`src/rtl/theta_pkg.sv`:
```
// Shared constants, GF(2^8) helpers and FSM encoding for the theta diffusion stages.
package theta_pkg;

    // Low byte of the reduction polynomial x^8 + x^4 + x^3 + x^2 + 1 (0x11d)
    localparam logic [7:0] GF_RED = 8'h1d;

    // Column-map coefficients
    localparam logic [2:0] COEF_1 = 3'd1;
    localparam logic [2:0] COEF_2 = 3'd2;
    localparam logic [2:0] COEF_4 = 3'd4;
    localparam logic [2:0] COEF_6 = 3'd6;

    typedef enum logic [1:0] {
        IDLE = 2'd0,
        RUN  = 2'd1,
        DONE = 2'd2
    } state_t;

    // Multiply by x in GF(2^8), reducing modulo 0x11d
    function automatic logic [7:0] gf_xtime(input logic [7:0] x);
        return {x[6:0], 1'b0} ^ (x[7] ? GF_RED : 8'h00);
    endfunction

    // Multiply by one of the column-map coefficients
    function automatic logic [7:0] gf_scale(input logic [7:0] x, input logic [2:0] coef);
        logic [7:0] x2;
        logic [7:0] x4;
        x2 = gf_xtime(x);
        x4 = gf_xtime(x2);
        case (coef)
            COEF_1:  return x;
            COEF_2:  return x2;
            COEF_4:  return x4;
            COEF_6:  return x4 ^ x2;
            default: return 8'h00;
        endcase
    endfunction

endpackage

```
`src/rtl/theta_col.sv`:
```
// Combinational 32-bit theta column map; self-inverse, so shared by the
// forward and inverse diffusion stages. Byte a1 is the MSB byte.
module theta_col
    import theta_pkg::*;
(
    input  logic [31:0] a,
    output logic [31:0] b
);

    logic [7:0] a1, a2, a3, a4;

    assign a1 = a[31:24];
    assign a2 = a[23:16];
    assign a3 = a[15:8];
    assign a4 = a[7:0];

    assign b[31:24] = gf_scale(a1, COEF_1) ^ gf_scale(a2, COEF_2) ^ gf_scale(a3, COEF_4) ^ gf_scale(a4, COEF_6);
    assign b[23:16] = gf_scale(a1, COEF_2) ^ gf_scale(a2, COEF_1) ^ gf_scale(a3, COEF_6) ^ gf_scale(a4, COEF_4);
    assign b[15:8]  = gf_scale(a1, COEF_4) ^ gf_scale(a2, COEF_6) ^ gf_scale(a3, COEF_1) ^ gf_scale(a4, COEF_2);
    assign b[7:0]   = gf_scale(a1, COEF_6) ^ gf_scale(a2, COEF_4) ^ gf_scale(a3, COEF_2) ^ gf_scale(a4, COEF_1);

endmodule

```
`src/rtl/inv_theta_serial.sv`:
```
// Column-serial inverse theta: loads a 128-bit state, rewrites one column per
// cycle from [31:0] upward, then holds the result until downstream takes it.
module inv_theta_serial
    import theta_pkg::*;
(
    input  logic         clk,
    input  logic         rst_n,
    input  logic         s_valid,
    output logic         s_ready,
    input  logic [127:0] s_data,
    output logic         m_valid,
    input  logic         m_ready,
    output logic [127:0] m_data,
    output logic         busy
);

    state_t       state;
    state_t       state_nxt;
    logic [1:0]   cnt;
    logic [127:0] work;
    logic [31:0]  col_in;
    logic [31:0]  col_out;
    logic         accept;

    assign accept = s_valid && s_ready;
    assign m_data = work;

    // Select the column currently being diffused
    always_comb begin
        // NOTE: every combinational output gets a default first so no path leaves it unassigned (no latch).
        col_in = work[31:0];
        case (cnt)
            2'd0: col_in = work[31:0];
            2'd1: col_in = work[63:32];
            2'd2: col_in = work[95:64];
            2'd3: col_in = work[127:96];
            default: col_in = work[31:0];
        endcase
    end

    theta_col u_col (
        .a (col_in),
        .b (col_out)
    );

    // State register
    always_ff @(posedge clk or negedge rst_n) begin
        // NOTE: sequential state uses non-blocking assignments so all registers update from pre-edge values.
        if (!rst_n) state <= IDLE;
        else        state <= state_nxt;
    end

    // Next-state decode
    always_comb begin
        state_nxt = state;
        case (state)
            IDLE: if (s_valid) state_nxt = RUN;
            RUN:  if (cnt == 2'd3) state_nxt = DONE;
            DONE: if (m_ready) state_nxt = s_valid ? RUN : IDLE;
            default: state_nxt = IDLE;
        endcase
    end

    // Handshake outputs decoded from registered state (DONE passes m_ready through)
    always_comb begin
        s_ready = 1'b0;
        m_valid = 1'b0;
        busy    = 1'b0;
        case (state)
            IDLE: s_ready = 1'b1;
            RUN:  busy    = 1'b1;
            DONE: begin
                s_ready = m_ready;
                m_valid = 1'b1;
                busy    = 1'b1;
            end
            default: s_ready = 1'b0;
        endcase
    end

    // Work register and column counter: load on accept, rewrite one column per RUN cycle
    always_ff @(posedge clk or negedge rst_n) begin
        if (!rst_n) begin
            work <= '0;
            cnt  <= 2'd0;
        end else if (state == RUN) begin
            case (cnt)
                2'd0: work[31:0]   <= col_out;
                2'd1: work[63:32]  <= col_out;
                2'd2: work[95:64]  <= col_out;
                2'd3: work[127:96] <= col_out;
                default: work[31:0] <= col_out;
            endcase
            cnt <= cnt + 2'd1;
        end else if (accept) begin
            work <= s_data;
            cnt  <= 2'd0;
        end
    end

endmodule

```
`config.mk`:
```
export PLATFORM = sky130hd
export DESIGN_NAME = inv_theta_serial
export DESIGN_NICKNAME = d
export VERILOG_FILES = /design/src/rtl/theta_pkg.sv /design/src/rtl/theta_col.sv /design/src/rtl/inv_theta_serial.sv
export SDC_FILE = /design/constraint.sdc
export NUM_CORES = 1
export LEC_CHECK = 0
export BUFFER_PORTS_ARGS = -buffer_cell sky130_fd_sc_hd__buf_2
export CAP_MARGIN = 20
export CORE_MARGIN = 2
export CORE_UTILIZATION = 45
export CTS_CLUSTER_SIZE = 12
export DETAILED_ROUTE_END_ITERATION = 6
export PLACE_DENSITY = 0.81
export SLEW_MARGIN = 30
export SYNTH_ARGS = -nofsm -noshare
export SYNTH_HDL_FRONTEND = slang
export SYNTH_HIERARCHICAL = 1
export SYNTH_SLANG_ARGS = --single-unit
```
`constraint.sdc`:
```
create_clock -name clk -period 7.89 [get_ports clk]
set_clock_uncertainty 0.2 [all_clocks]
set_input_delay 0.789 -clock clk [delete_from_list [all_inputs] [get_ports clk]]
set_output_delay 0.789 -clock clk [all_outputs]
set_load 0.02 [all_outputs]
```
# Word level (Yosys, flattened, before mapping)
# Index checks and enable logic that the tools add are counted.
[classes] bitwise_logic=24 addsub=1 n_mux=25 eq_ne=11 reduce_logical=10
[op_table] op="2-to-1 mux 128 bit" count=2
[op_table] op="XOR 8 bit" count=23
[op_table] op="2-to-1 mux 32 bit" count=4
[op_table] op="case mux 32 bit (4 select lines)" count=1
[op_table] op="2-to-1 mux 5 bit" count=8
[op_table] op="2-to-1 mux 2 bit" count=5
[op_table] op="AND reduction 2 bit" count=4
[op_table] op="XOR 8 x 5 -> 8 bit" count=1
[op_table] op="== test 2 bit, second input constant" count=3
[op_table] op="inequality test 2 x 1 -> 1 bit, second input constant" count=3
[op_table] op="inequality test 2 bit, second input constant" count=3
[op_table] op="case mux 2 bit (3 select lines)" count=1
[op_table] op="== test 2 x 1 -> 1 bit, second input constant" count=2
[op_table] op="logical NOT 2 bit" count=2
[op_table] op="2-to-1 mux 1 bit" count=3
[op_table] op="AND reduction 3 bit" count=1
[op_table] op="adder 2 x 1 -> 2 bit, second input constant" count=1
[op_table] op="case mux 1 bit (2 select lines)" count=1
[op_table] op="nonzero test 2 bit" count=1
[op_table] op="OR reduction 2 bit" count=1
[op_table] op="logical AND 1 bit" count=1
[totals] ff_bits=132 word_cells=77 input_bits=132 output_inout_bits=131

# Depth between registers and ports, before layout
# Gate-level depths: netlist of the first run.
[logic_depth] ltp_word=12 ltp_mapped=13 mapped_depth_nobuf=10

# By module
# Netlist of the first run, hierarchy kept.
[by_module_without_submodules] module="inv_theta_serial" instances=1 area_each_um2=7790.0 seq_area_each_um2=3303.2 cells_per_inst=724
[by_module_without_submodules] module="theta_col" instances=1 area_each_um2=1238.7 seq_area_each_um2=0.0 cells_per_inst=115

# Least setup slack after synthesis of the first run
# Ideal clock, no wire load.
[synth_path] kind="reg2reg" startpoint="reg cnt[0]" endpoint="reg work[20], in the netlist m_data[20]" slack_ps=4232 arrival_ps=3333 period_less_slack_ps=3658 required_time_ps=7565 path_buffers=2 setup_time_ps=125 stages_incl_launch_ff=12 cell_sequence="dfrtp_1 inv_1 ha_1 clkbuf_1 buf_1 mux2i_1 xnor2_2 xnor3_1 xnor3_1 nand2_1 o21ai_0 mux2_4"
[synth_between] word_cells_on_any_way=23 classes_between="eq/ne (4); mux (8); bitwise (9); reduce/logical (2)"
[synth_lines] element="start, declared" line="inv_theta_serial.sv:19" source="logic [1:0] cnt;"
[synth_lines] element="start signal, assigned" line="inv_theta_serial.sv:94" source="cnt <= cnt + 2'd1;"
[synth_lines] element="== test 2 bit (tied with other cells)" line="inv_theta_serial.sv:32" source="case (cnt)"
[synth_lines] element="case mux 32 bit (4 select lines) (*)" line="inv_theta_serial.sv:32"
[synth_lines] element="named net col_in[7]" line="inv_theta_serial.sv:21" source="logic [31:0] col_in;"
[synth_lines] element="2-to-1 mux 5 bit (*)" line="theta_pkg.sv:21" source="return {x[6:0], 1'b0} ^ (x[7] ? GF_RED : 8'h00);"
[synth_lines] element="XOR 8 bit (*)" line="theta_pkg.sv:21"
[synth_lines] element="XOR 8 x 5 -> 8 bit (*)" line="theta_pkg.sv:21"
[synth_lines] element="XOR 8 bit (*)" line="theta_col.sv:18" source="assign b[23:16] = gf_scale(a1, COEF_2) ^ gf_scale(a2, COEF_1) ^ gf_scale(a3, COEF_6) ^ gf_scale(a4, COEF_4);"
[synth_lines] element="named net col_out[20]" line="inv_theta_serial.sv:22" source="logic [31:0] col_out;"
[synth_lines] element="2-to-1 mux 32 bit (*)" line="inv_theta_serial.sv:87" source="case (cnt)"
[synth_lines] element="2-to-1 mux 128 bit (*)" line="inv_theta_serial.sv:86" source="end else if (state == RUN) begin"
[synth_lines] element="end signal, assigned" line="inv_theta_serial.sv:88" source="2'd0: work[31:0] <= col_out;"
[synth_lines] element="end signal, assigned" line="inv_theta_serial.sv:92" source="default: work[31:0] <= col_out;"
[synth_lines] element="end signal, assigned" line="inv_theta_serial.sv:96" source="work <= s_data;"
[synth_lines] element="end, declared" line="inv_theta_serial.sv:20" source="logic [127:0] work;"
# Mark *: on every way through the listed nets, which the timed path passes. The rest lies on a longest branch. The select of a mux whose other input is x is not followed.
# A chain may end at the register's enable or synchronous reset.

# Worst setup path in the final report of the first run
[layout_path] startpoint="reg cnt[1]" endpoint="reg work[36], in the netlist m_data[36]"
[layout_between] elab_chain_cells=11 word_cells_on_any_way=23 classes_between="eq/ne (4); mux (8); bitwise (9); reduce/logical (2)"
[layout_lines] element="== test 2 bit (tied with other cells)" line="inv_theta_serial.sv:32"
[layout_lines] element="case mux 32 bit (4 select lines) (*)" line="inv_theta_serial.sv:32"
[layout_lines] element="named net col_in[31]" line="inv_theta_serial.sv:21"
[layout_lines] element="2-to-1 mux 5 bit (*)" line="theta_pkg.sv:21"
[layout_lines] element="XOR 8 bit (*)" line="theta_pkg.sv:21"
[layout_lines] element="XOR 8 bit" line="theta_pkg.sv:21"
[layout_lines] element="XOR 8 bit (*)" line="theta_pkg.sv:34" source="COEF_6: return x4 ^ x2;"
[layout_lines] element="XOR 8 bit (*) (3 in a row)" line="theta_col.sv:20" source="assign b[7:0] = gf_scale(a1, COEF_6) ^ gf_scale(a2, COEF_4) ^ gf_scale(a3, COEF_2) ^ gf_scale(a4, COEF_1);"
[layout_lines] element="named net col_out[4]" line="inv_theta_serial.sv:22"
[layout_lines] element="2-to-1 mux 32 bit (*)" line="inv_theta_serial.sv:87"
[layout_lines] element="2-to-1 mux 128 bit (*)" line="inv_theta_serial.sv:86"
[layout_lines] element="end signal, assigned" line="inv_theta_serial.sv:89" source="2'd1: work[63:32] <= col_out;"
[layout_lines] element="end signal, assigned" line="inv_theta_serial.sv:96"
# Marked as above.

==> run metrics, run 1 <==
Die Area=between 20,000 and 25,000 um2; Syn Nets=979; CP endpoint kind=flop; overall global routing resource usage=25.39%; Fin. Hold Viols=0; GRT met2 Usage=42.49%; Synth area leader=dfrtp_1; worst hold path class=input pin to asynchronous set/reset pin; initial core utilization=46.09%; Required @ worst endpoint=8.00 ns; initial drt markers=583; met3 usage=5.047%; Peak Freq=around 0.22 GHz; DIE HEIGHT=145.6 um; grt peak-use layer=met2; drt wl/cell=between 15 and 20 um; reg-to-reg setup timing slack=3.33 ns; Post-Syn Instances=839; Cell Area, Synth=between 9000 and 10,000 um2; ANT nets after route=0; Post-Route Setup TNS=0 ns; drt pass-1 iters=6; gpl congestion=0.8847; Slew @ Worst Pin=~0.94 ns; Ys Warns=6; GR Util met1=roughly 34%; crit path launch type=flop; share of the synthesized area in the top cell type=36.59%; Netlist cell types=27; number of synthesized flops with an enable pin=0; area of placed instances=roughly 10,000 um2; clock tree buffer depth=2; most frequent cell after synthesis=inv_1; RSZ-0062 raised after global routing=no; Final #Nets=1,220; Data arrival, critical path=approximately 4.7 ns; largest cells by area after synthesis=dfrtp_1 37%, mux2_4 20%, xnor2_1 7.6%; final count of negative-setup-slack endpoints=0; CORE AREA=19,590 um2; Async SR Flop Fraction=100.0%; CP max FO=18; worst setup path category=flop to flop; global-route wire length before repair=between 40 and 50 mm; Design Area, Final=11,150 um2; Final period util=57.74%; H-Tree Depth=4; outcome=complete, no violations; Synth top cells by count=166 x inv_1, 132 x dfrtp_1, 127 x o21ai_0; total gr overflow=0; Root Buffer=clkbuf_16; CTS tree=yes; Post-DP HPWL=19.94 mm; CTS sink cnt=132; largest net degree at the start of global routing=89; post-layout min period=4.556 ns; IO buf count=approximately 260; vias in the first global route=7,410; Mapped Avg Cell Area=10.76 um2; number of gates resized after CTS=0; area grow syn2layout=23.48%; TritonCTS Buffers=17; number of fill cells=1,698; layout cells sized above 1=41.17%; fin. max-slew vios=0; vias per inst=5.364; row count=51; number of hold buffers added after CTS=0; Clock transition at path regs=approximately 0.06 ns; Most used DFF post-synth=dfrtp_1; DR vias=7,284; # IOs=roughly 260; post-CTS setup buffers=0; DIE WIDTH=145.6 um; Seq/Total Area, Yosys=36.59%; antenna violations before repair=0; Antenna Cells=0; clk_lat worst skew=approximately 0.42 ns; max_cap viols=0; post-route DRC violation count=0; Slew HR=37.37%; Routed WL=26.97 mm; synthesized flop and latch total=132
cells in the final DEF (no fill, tap or decap), types with 10 or more instances in the layout:
master,Yosys,layout
xor2_1,10,10
mux2_2,12,12
xnor2_1,78,78
inv_1,166,166
nand2_1,32,32
xnor3_1,16,16
buf_2,3,261
mux2_4,120,120
buf_4,0,10
clkbuf_16,0,17
a222oi_1,32,32
mux2i_1,32,32
o21ai_0,127,127
dfrtp_1,132,132
metal layers:
layer / vias up / share of wire, %
met5: - / 0
met1: 3602 / 43
met4: 0 / 1.5
met3: 29 / 7.0
li1: 3270 / -
met2: 383 / 49
path summary, 6_finish.rpt:
path                                        from                     end  cells past startpoint
setup / recovery              cnt[1]$_DFFE_PN0P_  m_data[36]$_DFFE_PN0P_                     11
hold / removal                             rst_n  m_data[33]$_DFFE_PN0P_                      1
setup reg to reg              cnt[1]$_DFFE_PN0P_  m_data[36]$_DFFE_PN0P_                     11
hold reg to reg            m_data[0]$_DFFE_PN0P_   m_data[0]$_DFFE_PN0P_                      1
max in group asynchronous                  rst_n  m_data[17]$_DFFE_PN0P_                      2
min in group clk           m_data[0]$_DFFE_PN0P_   m_data[0]$_DFFE_PN0P_                      1
area by class of cell:
class,count,area [um2],share of cell area [%]
clock buffers,18,429.2,3.850
clock inverters,14,225.2,2.020
inverters,166,623.1,5.589
multi-input cells,489,4817,43.21
flip-flops and latches,132,3303,29.63
well taps,265,331.6,2.974
repair buffers,274,1419,12.73
critical path: stages (launching register included):
cell and delay, ns:
dfrtp_1 0.40, inv_1 0.11, ha_1 0.77, buf_4 0.41, a222oi_1 0.13, mux2i_1 0.59, xnor2_1 0.38, xnor2_1 0.44
xnor3_1 0.40, nand2_1 0.16, o21ai_0 0.13, mux2_4 0.29
sequential cells by signal (all words and copies together), names as in the netlist:
| signal | count |
|---|---|
| cnt | 2 |
| m_data | 128 |
| state | 2 |
per-stage QoR:
| step | worst slack (ns) | hold WS, ns | instances | util [%] |
|---|---|---|---|---|
| global placement | 3.577 | 0.3199 | 1325 | 53.47 |
| detailed placement | 3.483 | 0.3197 | 1326 | 53.55 |
| finish | 3.334 | 0.1225 | 1358 | 56.91 |
| global route | 3.071 | 0.1461 | 1358 | 56.91 |
| CTS | 3.461 | 0.1286 | 1358 | 56.89 |
| floorplan | 4.232 | 0.2934 | 839 | - |
cells by family after synthesis:
family | after synthesis | synth area share (%)
AO/OA/AOI/OAI | 166 | 11.21
XOR/XNOR | 109 | 13.43
adder cells (fa/ha/maj) | 8 | 1.109
buffers and inverters | 218 | 10.23
flip-flops | 132 | 36.59
multiplexers | 164 | 25.00
AND/OR/NAND/NOR | 42 | 2.439
Power of run 1 is not shown: default switching activity piles up to over one toggle a cycle in this logic, so the estimate is an artifact.
==> inputs of run 2 (changes only) <==
--- a/config.mk
+++ b/config.mk
@@ -11,7 +11,7 @@
 export CORE_UTILIZATION = 45
 export CTS_CLUSTER_SIZE = 12
 export DETAILED_ROUTE_END_ITERATION = 6
-export PLACE_DENSITY = 0.81
+export PLACE_DENSITY = 0.84
 export SLEW_MARGIN = 30
 export SYNTH_ARGS = -nofsm -noshare
 export SYNTH_HDL_FRONTEND = slang
==> constraint.sdc (replaced) <==
create_clock -name clk -period 4.05 [get_ports clk]
set_clock_uncertainty 0.2 [all_clocks]
set_input_delay 0.405 -clock clk [delete_from_list [all_inputs] [get_ports clk]]
set_output_delay 0.405 -clock clk [all_outputs]
set_load 0.02 [all_outputs]
==> run metrics, run 2 (synthesis results as in run 1) <==
Slew @ Worst Pin=0.7680 ns (-0.1684 ns); Die Area=21,210 um2 (unchanged); setup ws final=0.2978 ns (-3.036 ns); Hold EP=m_data[126]$_DFFE_PN0P_; RSZ-0062 raised after global routing=no; drt pass-1 iters=7 (+1); post-route DRC violation count=0 (unchanged); DIE HEIGHT=145.6 um (unchanged); total gr overflow=0 (unchanged); gpl congestion=0.9841 (+11%); Post-Route Setup TNS=0 ns (unchanged); outcome=complete, no violations; CP endpoint kind=flop; layout cells sized above 1=41.98% (+0.81 points); IO buf count=262 (unchanged); Data arrival, critical path=3.86 ns (-0.81 ns); Final period util=92.65% (+35 points); post-layout min period=3.752 ns (-0.8038 ns); reg-to-reg setup timing slack=0.30 ns (-3.04 ns); CORE AREA=19,590 um2 (unchanged); worst flop-to-flop path endpoint=m_data[51]$_DFFE_PN0P_; final count of negative-setup-slack endpoints=0 (unchanged); Hold Path Stages=4; ANT nets after route=0 (unchanged); Clock transition at path regs=0.06 ns (about the same); CTS tree=yes; Routed WL=26.99 mm (about the same); Post-DP HPWL=20.75 mm (+4.0%); DIE WIDTH=145.6 um (unchanged); clk_lat worst skew=0.42 ns (about the same); vias per inst=5.236 (-2.4%); reg2reg path depth=11 (unchanged); overall global routing resource usage=25.47% (+0.077 points); H-Tree Depth=4 (unchanged); fin. max-slew vios=0 (unchanged); clock tree buffer depth=2 (unchanged); worst hold path class=input pin to flop; row count=51 (unchanged); commonest cells after routing, fill and taps aside=261 x buf_2, 166 x inv_1, 132 x dfrtp_1, 127 x o21ai_0, 120 x mux2_4; number of gates resized after CTS=0 (unchanged); DR vias=7,199 (-1.2%); initial drt markers=521 (-11%); Hold Path Origin=s_data[126]; largest net degree at the start of global routing=120 (+35%); leading cell type in the layout, fill and taps excluded=buf_2; CP most frequent cell=xnor3_1; CTS sink cnt=132 (unchanged); Design Area, Final=11,220 um2 (+0.65%); CP max-delay cell=xnor3_1; area grow syn2layout=24.28%; vias in the first global route=7,440 (+0.40%); number of hold buffers added after CTS=1 (+1); worst setup path category=flop to flop; Cell Chain, Critical Path=inv_1, ha_1, buf_4, a222oi_1, mux2i_1, xnor2_2, xnor3_1, xnor3_1, nand2_1, o21ai_0, mux2_4; crit path launch type=flop; Root Buffer=clkbuf_16; Peak Freq=0.2665 GHz (+21%); area of placed instances=10,640 um2 (+1.4%); # IOs=263 (unchanged); Antenna Cells=0 (unchanged); max incr delay on CP=0.54 ns (-0.23 ns); Required @ worst endpoint=4.16 ns (-3.84 ns); Fin. Hold Viols=0 (unchanged); dpl ws=0.3077 ns (-3.175 ns); r2r startpoint=cnt[0]$_DFFE_PN0P_; TritonCTS Buffers=17 (unchanged); max_cap viols=0 (unchanged); post-CTS setup buffers=0 (unchanged); initial core utilization=46.09% (unchanged); Final #Nets=1,237 (+1.4%); Slew HR=47.33% (+10 points); drt wl/cell=19.63 um (-1.2%); antenna violations before repair=0 (unchanged); global-route wire length before repair=42.35 mm (+1.1%); max reg flops=128 (unchanged); CP max FO=14 (-4)
## run 2: area by class of cell
type | count | area [um2]
Inverter | 166 | 623.1
Tap cell | 265 | 331.6
Clock buffer | 20 | 456.7
Multi-Input combinational cell | 489 | 4817
Fill cell | 1652 | 8369
Sequential cell | 132 | 3303
Timing Repair Buffer | 291 | 1582
Clock inverter | 12 | 107.6
## run 2: worst max-delay path by stage
stage,from,slack [ns],endpoint
after floorplan,cnt[0]$_DFFE_PN0P_,0.39,m_data[20]$_DFFE_PN0P_
after global placement,cnt[0]$_DFFE_PN0P_,0.46,m_data[68]$_DFFE_PN0P_
after detailed placement,cnt[0]$_DFFE_PN0P_,0.31,m_data[52]$_DFFE_PN0P_
after CTS,cnt[0]$_DFFE_PN0P_,0.30,m_data[52]$_DFFE_PN0P_
after global routing,cnt[0]$_DFFE_PN0P_,0.03,m_data[115]$_DFFE_PN0P_
final,cnt[0]$_DFFE_PN0P_,0.30,m_data[51]$_DFFE_PN0P_
## run 2: metal layers
metal  GRT usage, %  vias up  share of wire, %
met5              0        -                 0
met4          8.431        0               2.3
met3          5.047       46               6.5
met2          41.09      348                47
met1          34.53     3489                44
li1               -     3316                 -
## run 2: stage by stage
step	hold slack, ns	instances	util [%]
2_1_floorplan	-0.09059	839	-
3_3_place_gp	0.3213	1342	54.31
3_5_place_dp	0.3266	1342	54.31
4_1_cts	0.1563	1375	57.25
5_1_grt	0.1874	1375	57.28
6_report	0.1653	1375	57.28
## run 2: critical path, delay by kind of cell (launching register included)
kind / cells / cell delay [ns]
AO/OA/AOI/OAI: 2 / 0.46
XOR/XNOR: 3 / 1.31
adder cells (fa/ha/maj): 1 / 0.24
buffers and inverters: 2 / 0.29
flip-flops: 1 / 0.40
multiplexers: 2 / 0.59
AND/OR/NAND/NOR: 1 / 0.13
Power of run 2 is left out for the same reason.
